**config.mk**
```make
export PLATFORM = sky130hd
export DESIGN_NAME = rip_mem_arbiter
export DESIGN_NICKNAME = d
export VERILOG_FILES = /design/src/rtl/rip_mem_arbiter.sv
export SDC_FILE = /design/constraint.sdc
export NUM_CORES = 1
export LEC_CHECK = 0
export CAP_MARGIN = 30
export CORE_MARGIN = 2
export CORE_UTILIZATION = 33
export DETAILED_ROUTE_END_ITERATION = 10
export PLACE_DENSITY = 0.85
export SLEW_MARGIN = 20
export SYNTH_ARGS = -nofsm -noshare
export SYNTH_HDL_FRONTEND = slang
export SYNTH_SLANG_ARGS = --single-unit
```
**constraint.sdc**
```tcl
create_clock -name clk -period 2.05 [get_ports clk]
set_clock_uncertainty 0.1 [all_clocks]
set_input_delay 0.205 -clock clk [delete_from_list [all_inputs] [get_ports clk]]
set_output_delay 0.205 -clock clk [all_outputs]
set_load 0.02 [all_outputs]
```
**src/rtl/rip_mem_arbiter.sv**
```systemverilog
// rip_mem_arbiter: shares one sync-read, byte-write memory between IF and MA. MA has priority; a starvation counter forces an IF win.
// Grant is combinational, response arrives 1 cycle later with no backpressure. Define RIP_ARB_PERF_EN to add conflict/force counters.
module rip_mem_arbiter #(
  parameter int NUM_COL      = 4,
  parameter int COL_WIDTH    = 8,
  parameter int DATA_WIDTH   = NUM_COL*COL_WIDTH,
  parameter int ADDR_WIDTH   = 20,
  parameter int STARVE_LIMIT = 4
) (
  input  logic                  clk,
  input  logic                  rst_n,
  input  logic                  if_req,
  input  logic [DATA_WIDTH-1:0] if_addr,
  output logic                  if_gnt,
  output logic                  if_rvalid,
  output logic [DATA_WIDTH-1:0] if_rdata,
  input  logic                  ma_req,
  input  logic [NUM_COL-1:0]    ma_we,
  input  logic [DATA_WIDTH-1:0] ma_addr,
  input  logic [DATA_WIDTH-1:0] ma_wdata,
  output logic                  ma_gnt,
  output logic                  ma_rvalid,
  output logic [DATA_WIDTH-1:0] ma_rdata,
  output logic                  mem_en,
  output logic [NUM_COL-1:0]    mem_we,
  output logic [ADDR_WIDTH-1:0] mem_addr,
  output logic [DATA_WIDTH-1:0] mem_wdata,
  input  logic [DATA_WIDTH-1:0] mem_rdata
`ifdef RIP_ARB_PERF_EN
  ,
  output logic [31:0]           perf_conflict_cnt,
  output logic [31:0]           perf_force_cnt
`endif
);

  localparam logic [3:0] LIMIT = 4'(STARVE_LIMIT);

  typedef enum logic [1:0] {
    OWN_NONE = 2'd0,
    OWN_IF   = 2'd1,
    OWN_MA   = 2'd2
  } owner_e;

  owner_e                resp_owner, resp_owner_nxt;
  logic [3:0]            starve_cnt;
  logic                  force_if;
  logic [DATA_WIDTH-1:0] if_rdata_q, ma_rdata_q;
  logic [ADDR_WIDTH-1:0] if_word, ma_word;

  // Byte offset and bits beyond the memory size are dropped, so addresses wrap.
  assign if_word = if_addr[ADDR_WIDTH+1:2];
  assign ma_word = ma_addr[ADDR_WIDTH+1:2];

  logic unused_addr_bits;
  assign unused_addr_bits = ^{if_addr[DATA_WIDTH-1:ADDR_WIDTH+2], if_addr[1:0],
                              ma_addr[DATA_WIDTH-1:ADDR_WIDTH+2], ma_addr[1:0]};

  assign force_if = (starve_cnt == LIMIT);
  assign if_gnt   = if_req & (~ma_req | force_if);
  assign ma_gnt   = ma_req & ~if_gnt;

  assign mem_en    = if_gnt | ma_gnt;
  assign mem_addr  = if_gnt ? if_word : ma_word;
  assign mem_we    = ma_we & {NUM_COL{ma_gnt}};
  assign mem_wdata = ma_wdata;

  always_ff @(posedge clk or negedge rst_n) begin
    if (!rst_n) begin
      starve_cnt <= 4'd0;
    end else if (!if_req || if_gnt) begin
      starve_cnt <= 4'd0;
    end else if (starve_cnt != LIMIT) begin
      starve_cnt <= starve_cnt + 4'd1;
    end
  end

  always_ff @(posedge clk or negedge rst_n) begin
    if (!rst_n) begin
      resp_owner <= OWN_NONE;
    end else begin
      resp_owner <= resp_owner_nxt;
    end
  end

  always_comb begin
    resp_owner_nxt = OWN_NONE;
    if (if_gnt) begin
      resp_owner_nxt = OWN_IF;
    end else if (ma_gnt) begin
      resp_owner_nxt = OWN_MA;
    end
  end

  assign if_rvalid = (resp_owner == OWN_IF);
  assign ma_rvalid = (resp_owner == OWN_MA);

  // Owner sees memory data directly; the other side keeps its last response.
  always_ff @(posedge clk or negedge rst_n) begin
    if (!rst_n) begin
      if_rdata_q <= '0;
      ma_rdata_q <= '0;
    end else begin
      if (resp_owner == OWN_IF) if_rdata_q <= mem_rdata;
      if (resp_owner == OWN_MA) ma_rdata_q <= mem_rdata;
    end
  end

  assign if_rdata = if_rvalid ? mem_rdata : if_rdata_q;
  assign ma_rdata = ma_rvalid ? mem_rdata : ma_rdata_q;

`ifdef RIP_ARB_PERF_EN
  always_ff @(posedge clk or negedge rst_n) begin
    if (!rst_n) begin
      perf_conflict_cnt <= 32'd0;
      perf_force_cnt    <= 32'd0;
    end else begin
      if (if_req && ma_req) perf_conflict_cnt <= perf_conflict_cnt + 32'd1;
      if (force_if && if_req && ma_req) perf_force_cnt <= perf_force_cnt + 32'd1;
    end
  end
`endif

endmodule

```
==> results.sh <==
export IMPL_r2r_start="resp_owner[0]"
export IMPL_synth_edff_count=0
export IMPL_slew_violations=0
export IMPL_cts_path_max_buffers=2
export IMPL_max_freq_ghz=0.421
export IMPL_cap_violations=0
export IMPL_reg2reg_slack_ns=0.33
export IMPL_antenna_found_initial=0
export IMPL_insertion_delay_ns=0.34
export IMPL_cts_clk_slew_worst_paths_ns=0.08
export IMPL_cts_tree="yes"
export IMPL_path_buf_inv=3
export IMPL_power_density_nw_per_um2=783
export IMPL_core_um2=9280
export IMPL_worst_slack_ns=-0.323
export IMPL_synth_top_area_share_pct=55.4
export IMPL_power_mw=4.49
export IMPL_nets=554
export IMPL_viasPerCell=4.51
export IMPL_path_cells="inv_1 > ha_2 > nand3b_1 > a21boi_4 > buf_6 > mux2_4 > buf_6"
export IMPL_synth_most_common_cell="mux2_2"
export IMPL_htreeDepth=3
export IMPL_gp_congestion=0.810
export IMPL_synth_area_um2=3160
export IMPL_synthTopCellsByCount="84 x mux2_2, 70 x dfrtp_1, 32 x buf_4"
export IMPL_peakVddDrop_uv=341
export IMPL_clock_sinks=70
export IMPL_crit_type="reg2out"
export IMPL_ys_types=19
export IMPL_drc=0
export IMPL_ant_nets=0
export IMPL_synth_top_family_by_area="multiplexers"
export IMPL_arrival_ns=2.07
export IMPL_cts_made_buffers=9
export IMPL_final_cells=550
export IMPL_synth_area_leaders="dfrtp_1 55%, mux2_2 30%, buf_4 7.6%, buf_2 1.3%, and3_1 0.79%"
export IMPL_end_kind="output port"
export IMPL_cpPeakStageDelay_ns=0.40
export IMPL_die_area_um2=10400
export IMPL_synth_nets=359
export IMPL_die_height_um=102
export IMPL_violations="setup timing"
export IMPL_synth_area_mux_share_pct=29.9
export IMPL_cp_max_fo=6
export IMPL_fp_row_count=35
export IMPL_grtUsageTotal_pct=18.4
export IMPL_grt_pass1_wl_um=14300
export IMPL_worst_pin_slew_ns=0.615
export IMPL_dp_cells=495
export IMPL_overflow=0
export IMPL_hold_path_class="in2async"
export IMPL_initialDrtViolationCount=65
export IMPL_cp_start_kind="flop"
export IMPL_drtPass1Iterations=4
export IMPL_required_ns=1.75
export IMPL_grt_max_degree=29
export IMPL_synth_simple_area_share_pct=2.89
export IMPL_diodes=0
export IMPL_cp_common_cell="buf_6"
export IMPL_synth_xor_area_share_pct=0.554
export IMPL_wl_um=10300
export IMPL_floorplan_initialDensity_pct=34.0
export IMPL_reg2reg_to="ma_rdata_q[16]"
export IMPL_grt_pass1_vias=2637
export IMPL_period_share_pct=116
export IMPL_netlist_instances=221
export IMPL_dp_hpwl_um=7140
export IMPL_route_detailed_wl_per_inst_um=18.7
export IMPL_period_needed_ns=2.37
export IMPL_io_buffers=172
export IMPL_route_vias_total=2480
export IMPL_synth_fa_ha_area_share_pct=0.792
export IMPL_layout_drive_gt1_share_pct=59.6
export IMPL_leakage_nw=2.75
export IMPL_critPathTopFamily="flip-flops"
export IMPL_relSlewSlack_pct=59.0
export IMPL_async_flop_share_pct=100
export IMPL_rsz0062_at_grt="true"
export IMPL_io_pins=261
export IMPL_yosys_warnings=0
export IMPL_clockRootBuffer="clkbuf_8"
export IMPL_hold_violations=0
export IMPL_status="finished with violations"
export IMPL_nFillCells=773
export IMPL_synth_seq_area_share_pct=55.4
export IMPL_area_growth_pct=81.7
export IMPL_yosys_area_top_type="dfrtp_1"
export IMPL_critPathSlowestCell="dfrtp_1"
export IMPL_ys_flop_type="dfrtp_1"
export IMPL_synth_compound_area_share_pct=0.356
export IMPL_die_width_um=102
export IMPL_syn_area_per_cell_um2=14.3
export IMPL_whs_ns=0.310
export IMPL_reg2regPathDepth=7
export IMPL_ys_ff_latch=70
export IMPL_finalSetupViolCount=32
## worst max-delay path by stage
stage	startpoint	to	cells after the start
final	starve_cnt[1]	mem_addr[19]	7
after detailed placement	starve_cnt[1]	mem_addr[3]	7
after CTS	starve_cnt[1]	mem_addr[19]	7
after floorplan	starve_cnt[0]	mem_addr[10]	6
after global placement	starve_cnt[0]	mem_addr[19]	7
after global routing	starve_cnt[1]	mem_addr[19]	7
## report_power, final
group,switching [mW],total [mW],internal (mW)
Sequential,0.0579,1.64,1.59
Clock,0.509,1.26,0.752
Combinational,0.727,1.59,0.862
Total,1.29,4.49,3.20
## worst reg2reg max path, delay by kind of cell (launching register included)
family	cells	cell delay, ns
flops	1	0.44
simple gates	1	0.14
buf+inv	5	0.63
mux	1	0.30
## metal layers
metal | vias up | global-route usage, % | share of wire [%] | wire [um]
met4 | 0 | 5.74 | 1.5 | 150
met1 | 1202 | 18.4 | 34 | 3520
met2 | 150 | 35.3 | 55 | 5680
met5 | - | 0 | 0 | 0
met3 | 14 | 6.91 | 9.1 | 938
li1 | 1114 | - | - | -
## layout make-up
class,count,area (um^2),share of cell area [%]
Clock buffer,11,151,2.64
Clock inverter,5,81.3,1.42
Inverter,4,15.0,0.261
Multi-Input combinational cell,105,1310,22.7
Sequential cell,70,1750,30.5
Tap cell,129,161,2.81
Timing Repair Buffer,226,2270,39.6
## registers in the layout, indices dropped and copies added, names as in the netlist
signal	flops
if_rdata_q	32
ma_rdata_q	32
starve_cnt	4
resp_owner	2
## cells in the final DEF (no fill, tap or decap), types with 6 or more instances in the layout
cell	count
clkdlybuf4s50_1	79
buf_6	70
dfrtp_1	69
mux2_4	50
mux2_2	34
buf_4	31
clkbuf_2	19
clkbuf_8	11
buf_2	11
buf_12	6
## through the flow
stage               TNS, ns  setup WS, ns  utilization (%)  area (um^2)
finish                -6.44        -0.323             61.8         5740
detailed placement    -5.89        -0.307             52.9         4910
CTS                   -7.25        -0.315             59.1         5480
global route         -10.36        -0.430             61.8         5740
global placement      -4.58        -0.245             52.9         4910
floorplan                 0         0.247                -         3160
## what timing repair did
| item | 4_1_cts | 5_1_grt |
|---|---|---|
| gates cloned | 4 | 3 |
| resized for setup | 404 | 134 |
| hold buffers | 1 | 0 |
| hold endpoints to repair | 25 | 0 |
| pin swaps | 2 | 5 |
| endpoints found under the setup margin | 92 | 86 |
| buffers inserted | 17 | 18 |
## kinds of logic after synthesis
| group | Yosys count |
|---|---|
| multiplexers | 84 |
| flip-flops | 70 |
| buffers and inverters | 46 |
| AND/OR/NAND/NOR | 16 |
| XOR/XNOR | 2 |
| adder cells (fa/ha/maj) | 2 |
| AO/OA/AOI/OAI | 1 |
(Power assumes the default switching activity.)
